`src/rtl/serdes_tx_serializer.sv`:
```
// serdes_tx_serializer: AXIS byte -> 8b/10b symbol -> serial bit stream.
// Frames are one K28.5 comma plus NUM_BYTES_PER_PACKET-1 data symbols.
// Ports:
//   clk, rst            bit clock, sync active-high reset
//   s_axis_tdata/tvalid byte input; s_axis_tready accepts at a boundary
//   strobout            serial line bit, symbol bit a first
//   sym_start           high while strobout carries bit a
//   comma_out           high while strobout carries a K28.5 bit
module serdes_tx_serializer #(
  parameter int NUM_BYTES_PER_PACKET = 8
) (
  input  logic       clk,
  input  logic       rst,
  input  logic [7:0] s_axis_tdata,
  input  logic       s_axis_tvalid,
  output logic       s_axis_tready,
  output logic       strobout,
  output logic       sym_start,
  output logic       comma_out
);

  localparam int SW = $clog2(NUM_BYTES_PER_PACKET);
  localparam logic [SW-1:0] LAST = SW'(NUM_BYTES_PER_PACKET - 1);
  localparam logic [9:0] K285_N = 10'b0011111010;
  localparam logic [9:0] K285_P = 10'b1100000101;

  // 5b/6b codes, abcdei, RD- column
  function automatic logic [5:0] enc6(input logic [4:0] x);
    case (x)
      5'd0:  enc6 = 6'b100111;
      5'd1:  enc6 = 6'b011101;
      5'd2:  enc6 = 6'b101101;
      5'd3:  enc6 = 6'b110001;
      5'd4:  enc6 = 6'b110101;
      5'd5:  enc6 = 6'b101001;
      5'd6:  enc6 = 6'b011001;
      5'd7:  enc6 = 6'b111000;
      5'd8:  enc6 = 6'b111001;
      5'd9:  enc6 = 6'b100101;
      5'd10: enc6 = 6'b010101;
      5'd11: enc6 = 6'b110100;
      5'd12: enc6 = 6'b001101;
      5'd13: enc6 = 6'b101100;
      5'd14: enc6 = 6'b011100;
      5'd15: enc6 = 6'b010111;
      5'd16: enc6 = 6'b011011;
      5'd17: enc6 = 6'b100011;
      5'd18: enc6 = 6'b010011;
      5'd19: enc6 = 6'b110010;
      5'd20: enc6 = 6'b001011;
      5'd21: enc6 = 6'b101010;
      5'd22: enc6 = 6'b011010;
      5'd23: enc6 = 6'b111010;
      5'd24: enc6 = 6'b110011;
      5'd25: enc6 = 6'b100110;
      5'd26: enc6 = 6'b010110;
      5'd27: enc6 = 6'b110110;
      5'd28: enc6 = 6'b001110;
      5'd29: enc6 = 6'b101110;
      5'd30: enc6 = 6'b011110;
      default: enc6 = 6'b101011;
    endcase
  endfunction

  // 3b/4b codes, fghj, RD- column (primary D.x.7)
  function automatic logic [3:0] enc4(input logic [2:0] y);
    case (y)
      3'd0:  enc4 = 4'b1011;
      3'd1:  enc4 = 4'b1001;
      3'd2:  enc4 = 4'b0101;
      3'd3:  enc4 = 4'b1100;
      3'd4:  enc4 = 4'b1101;
      3'd5:  enc4 = 4'b1010;
      3'd6:  enc4 = 4'b0110;
      default: enc4 = 4'b1110;
    endcase
  endfunction

  function automatic logic [2:0] ones6(input logic [5:0] c);
    ones6 = 3'(c[0]) + 3'(c[1]) + 3'(c[2])
          + 3'(c[3]) + 3'(c[4]) + 3'(c[5]);
  endfunction

  function automatic logic [2:0] ones4(input logic [3:0] c);
    ones4 = 3'(c[0]) + 3'(c[1]) + 3'(c[2]) + 3'(c[3]);
  endfunction

  logic [9:0]    sym_q, sym_d;
  logic [3:0]    bit_cnt_q, bit_cnt_d;
  logic [SW-1:0] slot_q, slot_d;
  logic          rd_q, rd_d;
  logic          is_k_q, is_k_d;

  // rd: 1 = RD+, 0 = RD-
  logic [4:0] x;
  logic [2:0] y;
  logic [5:0] c6_neg, c6;
  logic [3:0] c4_neg, c4;
  logic       bal6, bal4, rd_mid, alt7;
  logic [9:0] d_sym;
  logic       d_rd;

  always_comb begin
    x      = s_axis_tdata[4:0];
    y      = s_axis_tdata[7:5];
    c6_neg = enc6(x);
    bal6   = (ones6(c6_neg) == 3'd3);
    // D.7 is balanced but still has two spellings
    c6     = (rd_q && (!bal6 || x == 5'd7)) ? ~c6_neg : c6_neg;
    rd_mid = bal6 ? rd_q : ~rd_q;
    // A7 avoids a run of five equal bits across the sub-blocks
    alt7   = (y == 3'd7) &&
             (rd_mid ? (x == 5'd11 || x == 5'd13 || x == 5'd14)
                     : (x == 5'd17 || x == 5'd18 || x == 5'd20));
    c4_neg = alt7 ? 4'b0111 : enc4(y);
    bal4   = (ones4(c4_neg) == 3'd2);
    c4     = (rd_mid && (!bal4 || y == 3'd3)) ? ~c4_neg : c4_neg;
    d_sym  = {c6, c4};
    d_rd   = bal4 ? rd_mid : ~rd_mid;
  end

  always_comb begin
    bit_cnt_d     = bit_cnt_q + 4'd1;
    sym_d         = sym_q;
    rd_d          = rd_q;
    slot_d        = slot_q;
    is_k_d        = is_k_q;
    s_axis_tready = 1'b0;
    if (bit_cnt_q == 4'd9) begin
      bit_cnt_d = 4'd0;
      if (slot_q == '0 || !s_axis_tvalid) begin
        // forced or idle comma; always flips rd
        sym_d  = rd_q ? K285_P : K285_N;
        rd_d   = ~rd_q;
        slot_d = SW'(1);
        is_k_d = 1'b1;
      end else begin
        // rst gate keeps a byte from being taken then discarded
        s_axis_tready = ~rst;
        sym_d         = d_sym;
        rd_d          = d_rd;
        is_k_d        = 1'b0;
        slot_d        = (slot_q == LAST) ? '0 : slot_q + SW'(1);
      end
    end
  end

  always_ff @(posedge clk) begin
    if (rst) begin
      sym_q     <= K285_N;
      rd_q      <= 1'b1;
      bit_cnt_q <= 4'd0;
      slot_q    <= SW'(1);
      is_k_q    <= 1'b1;
      strobout  <= 1'b0;
      sym_start <= 1'b0;
      comma_out <= 1'b0;
    end else begin
      sym_q     <= sym_d;
      rd_q      <= rd_d;
      bit_cnt_q <= bit_cnt_d;
      slot_q    <= slot_d;
      is_k_q    <= is_k_d;
      strobout  <= sym_q[4'd9 - bit_cnt_q];
      sym_start <= (bit_cnt_q == 4'd0);
      comma_out <= is_k_q;
    end
  end

endmodule

```
`config.mk`:
```
export PLATFORM = sky130hd
export DESIGN_NAME = serdes_tx_serializer
export DESIGN_NICKNAME = d
export VERILOG_FILES = /design/src/rtl/serdes_tx_serializer.sv
export SDC_FILE = /design/constraint.sdc
export NUM_CORES = 1
export LEC_CHECK = 0
export CAP_MARGIN = 20
export CORE_MARGIN = 4
export CORE_UTILIZATION = 40
export CTS_CLUSTER_SIZE = 16
export DETAILED_ROUTE_END_ITERATION = 10
export PLACE_DENSITY = 0.55
export SLEW_MARGIN = 30
export SYNTH_ARGS = -nofsm -noshare
export SYNTH_HDL_FRONTEND = slang
export SYNTH_SLANG_ARGS = --single-unit
```
`constraint.sdc`:
```
create_clock -name clk -period 8.55 [get_ports clk]
set_clock_uncertainty 0.2 [all_clocks]
set_input_delay 0.855 -clock clk [delete_from_list [all_inputs] [get_ports clk]]
set_output_delay 0.855 -clock clk [all_outputs]
set_load 0.05 [all_outputs]
```
==> flow_summary.toml <==
[yosys]
synth_top_family_by_area = "simple AND/OR/NAND/NOR gates"
synth_xor_area_share_pct = 6.55
synthTopCellsByArea = "dfxtp_1 (24%), ha_1 (12%), mux4_2 (4.8%), fa_1 (4.3%), mux2i_1 (4.3%)"
synth-edff-count = 0
ys_async_sr_fraction_pct = 0
ys_seq_area_share_pct = 23.5
synth_compound_area_share_pct = 15.8
synth_top_flop_cell = "dfxtp_1"
synth_area_sq_mm = 0.00187
synth.area.mux_share_pct = 10.3
synth-simple-area-share_pct = 20.7
syn_avg_cell_area_sq_um = 8.59
synth_cell_types = 54
ys_warn_count = 0
synth_nets = 251
yosysTopAreaCellShare_pct = 23.5
ys_ff_latch = 22
yosys.area_share.adder_pct = 16.3
syn_inst = 218
yosysTopAreaCell = "dfxtp_1"

[cts]
cts_sinks = 22
clock_tree.root_cell = "clkbuf_8"
cts_tree = "yes"
hold_buffers = 0
clkLatencyLatePin_ns = 0.26
clockBufferDepth = 2
ctsHtreeMaxLevel = 1
post_cts_resized = 0
cts_made_buffers = 3
cts_setup_buffers = 0
clkSlewWorstSetupHoldPaths_ns = 0.08

[drt]
drcViolationCount = 0
drtIter0Drc = 30
routedWlPerCell_um = 12.9
drtAntennaViolNets = 0
vias = 1457
drt_wl_total_mm = 3.62
avgViaCountPerCell = 5.20
first_pass_iters = 4

[global_routing]
grt_usage_pct = 13.0
grt_use_met3_pct = 1.30
grt_busiest_layer = "met2"
gr-total-overflow = 0
antenna_found_initial = 0
use_met1_pct = 16.8
grt_max_degree = 17
grt_pass1_vias = 1410
grt_pass1_wl_mm = 6.40
grt_use_met2_pct = 22.9

[sta]
tightest_slew_ns = 0.745
final_max_slew_viol_count = 0
period_share_pct = 88.8
relSlewSlack_pct = 49.8
rsz0062_at_grt = "false"
totalNegativeSetupSlack_ns = 0
fmax_ghz = 0.132
worst_slack_ns = 0.954
setup_violations = 0
holdWs_ns = 0.237
final.min_clock_period_ns = 7.60
finalHoldViolations = 0

[floorplan]
die_height_um = 76.4
num_rows = 24
start_util_pct = 42.1
core_area_sq_mm = 0.00444
dieArea_sq_mm = 0.00584
pin_count = 15
chipWidth_um = 76.4

[worst_setup_path]
arrival_ns = 7.56
r2r_setup_slack_ns = 5.00
start_kind = "input port"
r2r_cells = 13
cp_common_cell = "inv_1"
max_stage_delay_ns = 0.56
endpoint_kind = "register"
r2r_end = "sym_q[0]$_SDFFE_PP0P_"
startpoint = "s_axis_tdata[0]"
critical_path.max_fanout = 6
cp_slowest_cell = "clkdlybuf4s50_1"
timing.rr.start = "rd_q$_SDFFE_PP1P_"
critPathKind = "input port to register"
cp.required_ns = 8.51

[power]
p_sw_share_pct = 31.7
p_switching_mw = 0.102
power_frac_comb_pct = 36.9
p_int_mw = 0.220
finalPower_mw = 0.322
clockPowerShare_pct = 29.6
p_per_area_mw_per_mm2 = 153
p_leak_nw = 0.901
seqPwrFrac_pct = 33.4
worst_ir_drop_vdd_mv = 0.0575

[placed_design]
dp_hpwl_mm = 2.90
place_congestion = 0.770
portBuffers = 14
dp_cells = 276
placed_area_sq_mm = 0.00203
pre_cts_slack_ns = 0.599

[finish]
syn_to_final_growth_pct = 12.3
num-nets-final = 262
num_antenna_cells = 0
final_util_pct = 47.3
final_cells = 280
fillerInstances = 451
drive_gt1_share_pct = 9.65
final_area_sq_mm = 0.00210

[hold_path]
hold_class = "register to register"
holdPathStages = 2
min_from = "sym_q[2]$_SDFFE_PP0P_"
hold_end = "sym_q[2]$_SDFFE_PP0P_"

[run_status]
outcome = "finished, final reports clean"

[flow_run]
cap_violations = 0
[cells in the mapped netlist (2+ instances only)]
library cell,n
o21ai_1,4
or2_2,2
nand2b_1,7
a21oi_1,9
and2_1,2
xor2_1,8
a21oi_2,2
inv_1,17
nor2b_1,4
nor4_1,2
a21o_1,3
o21ai_0,4
xnor2_1,6
clkbuf_1,2
buf_4,2
o22ai_1,2
nor3b_1,2
and3_1,2
nor2_1,20
dfxtp_1,22
fa_1,4
a22oi_1,2
buf_2,4
nand2_1,21
mux4_2,4
o211ai_1,2
nand3_1,4
mux2_2,2
nor3_1,4
mux2i_1,8
ha_1,18
[flip-flops by register name, summed over array words and instances (netlist names)]
signal / cells
bit_cnt_q: 4
comma_out: 1
is_k_q: 1
rd_q: 1
slot_q: 3
strobout: 1
sym_q: 10
sym_start: 1
[routing by layer]
layer / part of all wire [%] / wire length, um
met2: 49 / 1780
met4: 1.1 / 40
met1: 47 / 1700
met3: 2.9 / 106
met5: 0 / 0
[worst max-delay path: cells and delay by family]
kind            cells  cell delay, ns
fa+ha+maj           8            2.91
simple gates        7            1.33
buf+inv             7            1.11
compound gates      4            0.87
xor+xnor            1            0.36
mux                 1            0.16
[cell type report]
class	instances	area (sq um)	share of cell area, %
flip-flops and latches	22	440	20.9
repair buffers	16	155	7.38
well taps	52	65.1	3.09
clock inverters	1	30.0	1.43
clock buffers	3	41.3	1.96
inverters	18	67.6	3.21
multi-input cells	168	1300	62.0
[cell families after synthesis]
| kind of cell | count (synthesis) |
|---|---|
| flip-flops | 22 |
| buffers and inverters | 28 |
| AO/OA/AOI/OAI | 41 |
| adder cells (fa/ha/maj) | 22 |
| XOR/XNOR | 14 |
| multiplexers | 14 |
| AND/OR/NAND/NOR | 77 |
[power groups by stage]
stage	registers (mW)	logic (mW)	clock network, mW
final	0.108	0.119	0.0954
after global routing	0.108	0.136	0.101
after CTS	0.108	0.121	0.0980
after detailed placement	0.110	0.120	0
after global placement	0.110	0.120	0
after floorplan	0.113	0.0910	0
[placed cells by master (no fill, tap or decap), drive strengths merged, types with 3 or more instances in the layout]
| cell type | synthesis | layout |
|---|---|---|
| xor2 | 8 | 8 |
| clkdlybuf4s50 | 0 | 14 |
| a21o | 3 | 3 |
| nand3 | 4 | 4 |
| xnor2 | 6 | 6 |
| o211ai | 3 | 3 |
| nand2 | 21 | 21 |
| nor2b | 4 | 4 |
| inv | 17 | 17 |
| nor2 | 20 | 20 |
| mux2i | 8 | 8 |
| a21oi | 11 | 11 |
| ha | 18 | 18 |
| o21ai | 9 | 9 |
| mux4 | 4 | 4 |
| nor3 | 4 | 4 |
| clkbuf | 3 | 3 |
| nand2b | 7 | 7 |
| dfxtp | 22 | 22 |
| fa | 4 | 4 |
[worst max path at each step]
stage	endpoint	depth (start not counted)
finish	sym_q[0]$_SDFFE_PP0P_	28
global route	sym_q[0]$_SDFFE_PP0P_	28
CTS	sym_q[0]$_SDFFE_PP0P_	28
detailed placement	sym_q[0]$_SDFFE_PP0P_	28
global placement	sym_q[0]$_SDFFE_PP0P_	28
floorplan	sym_q[0]$_SDFFE_PP0P_	26
Power figures use the tool's default switching activity.
==> RTL edit 1 (same flow settings) <==
`NUM_BYTES_PER_PACKET`: 8 -> 4.
--- a/src/rtl/serdes_tx_serializer.sv
+++ b/src/rtl/serdes_tx_serializer.sv
@@ -8,5 +8,5 @@
 //   comma_out           high while strobout carries a K28.5 bit
 module serdes_tx_serializer #(
-  parameter int NUM_BYTES_PER_PACKET = 8
+  parameter int NUM_BYTES_PER_PACKET = 4
 ) (
   input  logic       clk,
Check against the original RTL: no difference found for any inputs over 10 cycles, from zero or initial values and one cycle with rst high; that may be too few to reach the edited logic, so the function may still have changed.
==> RTL edit 1 against the unedited design <==
Register-to-register slack worse by 0.45 ns; critical path depth is 2 lower; non-clock buffer count is 1 lower; fmax is 3.3% lower; wire length is 5.9% higher; sequential cell count is 1 lower; total power is 6.7% lower; final area is 3.2% lower; setup slack worse by 0.26 ns; synthesized area is 1.6% lower; critical path type unchanged; critical endpoint is now sym_q[1]; largest cell class unchanged; largest power group unchanged.
==> RTL edit 1: results (changes against the unedited design) <==
Worst-path clk slew 0.08 ns (about the same); part of the Yosys area used for sequential elements 22.8% (was 23.5%); Syn Nets 238 (was 251); Routability Congestion 0.793 (was 0.770); global routing usage summed across all routing layers 14.6% (was 13.0%); RR Endpoint sym_q[1] (was sym_q[0]); clock root buffer clkbuf_8 (unchanged); Final Slew Violations 0 (unchanged); number of antenna violations at the first check in global routing 0 (unchanged); type of the tightest min-delay check register to register (unchanged); actual transition at the worst max-transition pin 0.614 ns (was 0.745 ns); internal reg-to-reg setup slack 4.55 ns (was 5.00 ns); Antenna Diode Count 0 (unchanged); number of iterations in the first detailed-routing pass 4 (unchanged); first-pass GRT wire length 6620 µm (was 6400 µm); most area-consuming cells after synthesis dfxtp_1 (23%), ha_1 (12%), mux4_2 (4.9%) (was dfxtp_1 (24%), ha_1 (12%), mux4_2 (4.8%)); number of cells traversed by the worst register-to-register path 13 (unchanged); static leakage 0.806 nW (was 0.901 nW); Ys Warns 0 (unchanged); TritonCTS Buffers 3 (unchanged); Primary FF master, synth dfxtp_1 (unchanged); pin count of the biggest net entering global routing 21 (was 17); share of layout cells above drive strength 1 8.84% (was 9.65%); number of gates resized after cts 0 (unchanged); IR Drop Worst-Case VDD 0.0450 mV (was 0.0575 mV); routed wire length per instance 14.4 µm (was 12.9 µm); number of global-route vias before repair 1480 (was 1410); cell at the slowest stage of the critical path clkdlybuf4s50_1 (unchanged); Unique masters post-synth 58 (was 54); Hold Path Sink is_k_q (was sym_q[2]); HPWL after detailed placement 3120 µm (was 2900 µm); antenna viol nets, final 0 (unchanged); Critical Path Fanout Max 10 (was 6); number of nets in the layout 248 (was 262); pre-CTS setup slack 0.436 ns (was 0.599 ns); hold-critical path depth 2 (unchanged); Worst Hold Margin 0.265 ns (was 0.237 ns); count of buffers inserted at the top-level ports 14 (unchanged); maximum number of buffers from clock root to sink 2 (unchanged); registers with the highest flip-flop counts sym_q (10), bit_cnt_q (4), slot_q (2) (was sym_q (10), bit_cnt_q (4), slot_q (3)); crit-path max cell delay 0.60 ns (was 0.56 ns); run status finished, final reports clean (unchanged); Async S/R FF share, synth 0% (unchanged); launch instance of the worst register-to-register path rd_q (unchanged); average vias per placed instance 5.51 (was 5.20); worst path arrival time 7.85 ns (was 7.56 ns); post-CTS setup buffer count 0 (unchanged); number of levels the H-tree was split into 1 (unchanged); insertion delay to the later sink of the worst-skew pair 0.26 ns (about the same); DRC violation total after the first TritonRoute iteration 73 (was 30); Hold Path Origin is_k_q (was sym_q[2]); placed instance area 1990 µm² (was 2030 µm²); leading post-synthesis cells by instance count dfxtp_1 (21), ha_1 (17), a21oi_1 (14), nor2_1 (14), inv_1 (13) (was dfxtp_1 (22), nand2_1 (21), nor2_1 (20), ha_1 (18), inv_1 (17))
-- RTL edit 1: stage by stage --
step                      util [%]  std cells
after floorplan                  -        206
after global placement        45.1        263
after detailed placement      45.1        263
after CTS                     46.1        267
after global routing          46.1        267
final                         46.1        267
-- RTL edit 1: logic make-up (layout without fill, tap and decap cells) --
logic type / count (synthesis) / count (layout) / synth area share (%)
muxes: 11 / 11 / 8.76
adders and majority gates: 21 / 21 / 15.9
xor gates and xnor gates: 13 / 13 / 7.20
buffers and inverters: 25 / 34 / 6.52
DFF: 21 / 21 / 22.8
AOI/OAI and AO/OA: 53 / 53 / 20.0
and+or+nand+nor: 62 / 62 / 18.9
-- RTL edit 1: metal layers --
metal | wire length (µm) | vias up | global-route usage [%]
li1 | - | 753 | -
met1 | 1750 | 690 | 18.1
met2 | 1950 | 21 | 26.9
met3 | 78 | 6 | 1.19
met4 | 55 | 0 | 4.08
met5 | 0 | - | 0
-- RTL edit 1: power breakdown --
part | internal, mW | total [mW] | switching [mW] | leakage [nW]
sequential | 0.100 | 0.103 | 0.00294 | 0.171
clock | 0.0332 | 0.0643 | 0.0312 | 0.0228
combinational | 0.0607 | 0.133 | 0.0724 | 0.613
total | 0.194 | 0.301 | 0.107 | 0.806
-- RTL edit 1: worst max-delay path: cells and delay by family --
kind	cells	cell delay (ns)
buf+inv	5	0.89
xor+xnor	1	0.20
fa+ha+maj	8	2.80
compound gates	3	0.60
mux	1	0.51
simple gates	8	1.99
-- RTL edit 1: how the worst max path moves through the flow --
stage          slack (ns)             from        to
3_3_place_gp         0.58  s_axis_tdata[0]  sym_q[1]
5_1_grt              0.24  s_axis_tdata[0]  sym_q[1]
6_report             0.70  s_axis_tdata[1]  sym_q[1]
4_1_cts              0.68  s_axis_tdata[1]  sym_q[1]
2_1_floorplan        1.77  s_axis_tdata[0]  sym_q[1]
3_5_place_dp         0.44  s_axis_tdata[1]  sym_q[1]
-- RTL edit 1: area by class of cell --
cell class | instances | area [µm²]
clock buffer | 4 | 45.0
fill | 434 | 2380
inverter | 15 | 56.3
multi-input combinational | 160 | 1300
sequential | 21 | 420
tap | 52 | 65.1
timing repair buffer | 15 | 148
==> RTL edit 2 (config.mk and constraints unchanged) <==
Without the edit above. Reset style: asynchronous (`rst`), changed in one clocked block. Comments in the files are not updated.
--- a/src/rtl/serdes_tx_serializer.sv
+++ b/src/rtl/serdes_tx_serializer.sv
@@ -146,5 +146,5 @@
   end
 
-  always_ff @(posedge clk) begin
+  always_ff @(posedge clk or posedge rst) begin
     if (rst) begin
       sym_q     <= K285_N;
Function: differs if rst is asserted again (counterexample within 4 cycles, from zero or initial values and one cycle with rst high); with rst held inactive, the same outputs for 10 cycles.
==> RTL edit 2 against the unedited design <==
Count of clock-buffer cells in the layout is 1 higher; synthesized area up 7.1%; wire length up 7.2%; setup slack improved by 0.24 ns; total power grew 45%; final cell count grew 3.6%; sequential cell count unchanged; fmax grew 3.2%; first-iteration DRC count is 60% higher; final area grew 5.6%; combinational power up 84%; worst hold slack worse by 0.033 ns.
==> RTL edit 2: results (changes against the unedited design) <==
pre-CTS setup slack 0.810 ns (was 0.599 ns); Async S/R FF share, synth 100% (was 0%); leading post-synthesis cells by instance count ha_1 (18), inv_1 (17), nand2_1 (16), nor2_1 (14), dfrtp_1 (13) (was dfxtp_1 (22), nand2_1 (21), nor2_1 (20), ha_1 (18), inv_1 (17)); global-route met1 utilization 17.2% (was 16.8%); part of the Yosys area used for sequential elements 28.0% (was 23.5%); most area-consuming cells after synthesis dfrtp_1 (16%), dfstp_2 (12%), ha_1 (11%) (was dfxtp_1 (24%), ha_1 (12%), mux4_2 (4.8%)); Unique masters post-synth 53 (was 54); routed wire length per instance 13.4 µm (was 12.9 µm); Met3 Routed Length 68 µm (was 106 µm); first-pass GRT wire length 6950 µm (was 6400 µm); global routing usage summed across all routing layers 13.8% (was 13.0%); Routability Congestion 0.765 (was 0.770); Syn Nets 247 (was 251); Critical Path Fanout Max 8 (was 6); share of layout cells above drive strength 1 13.0% (was 9.65%); run status finished, final reports clean (unchanged); met2 routing resource usage after global routing 24.5% (was 22.9%); Via Count 1490 (was 1457); average vias per placed instance 5.14 (was 5.20); wire length the detailed router placed on met1 1840 µm (was 1700 µm); number of levels the H-tree was split into 1 (unchanged); met2 routed wirelength 1910 µm (was 1780 µm); placed instance area 2170 µm² (was 2030 µm²); static leakage 0.962 nW (was 0.901 nW); number of iterations in the first detailed-routing pass 5 (was 4); global routing met3 resource utilization 1.02% (was 1.30%); HPWL after detailed placement 3040 µm (was 2900 µm); IR Drop Worst-Case VDD 0.0807 mV (was 0.0575 mV); final design utilization 46.4% (was 47.3%); DRC violation total after the first TritonRoute iteration 48 (was 30); fill cell count 475 (was 451); worst path arrival time 7.36 ns (was 7.56 ns); synthesized area per cell 9.38 µm² (was 8.59 µm²)
[RTL edit 2: cell count changes in the layout (fill, tap and decap cells not counted), sizes merged, moves of 3 or more]
cell,before,now
dfxtp,22,0
dfrtp,0,13
dfstp,0,9
xor2,8,1
nor2,20,14
o21ai,9,15
nand2,21,16
nand3,4,8
xnor2,6,10
mux2i,8,5
nor4,2,5
[RTL edit 2: worst paths after layout]
| path | from | endpoint | slack, ns | depth (start not counted) |
|---|---|---|---|---|
| setup / recovery | s_axis_tdata[0] | sym_q[3] | 1.19 | 25 |
| hold / removal | is_k_q | comma_out | 0.20 | 0 |
| setup reg to reg | rd_q | sym_q[3] | 4.82 | 11 |
| hold reg to reg | is_k_q | comma_out | 0.20 | 0 |
| max in group asynchronous | rst | sym_start | 6.79 | 2 |
| min in group asynchronous | rst | slot_q[1] | 0.86 | 2 |
[RTL edit 2: kinds of logic after synthesis]
| logic type | after synthesis | synth area share (%) |
|---|---|---|
| adders and majority gates | 22 | 15.2 |
| DFF | 22 | 28.0 |
| AOI/OAI and AO/OA | 46 | 15.9 |
| muxes | 10 | 6.98 |
| and+or+nand+nor | 77 | 21.8 |
| buffers and inverters | 26 | 6.42 |
| xor gates and xnor gates | 11 | 5.74 |
[RTL edit 2: power by group through the flow]
stage                     Combinational, mW  Sequential (mW)  Clock (mW)
final                                 0.219            0.172      0.0755
after global routing                  0.249            0.177      0.0809
after CTS                             0.223            0.171      0.0777
after detailed placement              0.222            0.173           0
after global placement                0.221            0.173           0
after floorplan                       0.182            0.169           0
[RTL edit 2: final cells by class]
type	instances	share of cell area (%)
multi-input cells	166	59.3
inverters	17	2.87
repair buffers	14	6.31
clock buffers	4	2.48
well taps	67	3.77
flip-flops and latches	22	25.3
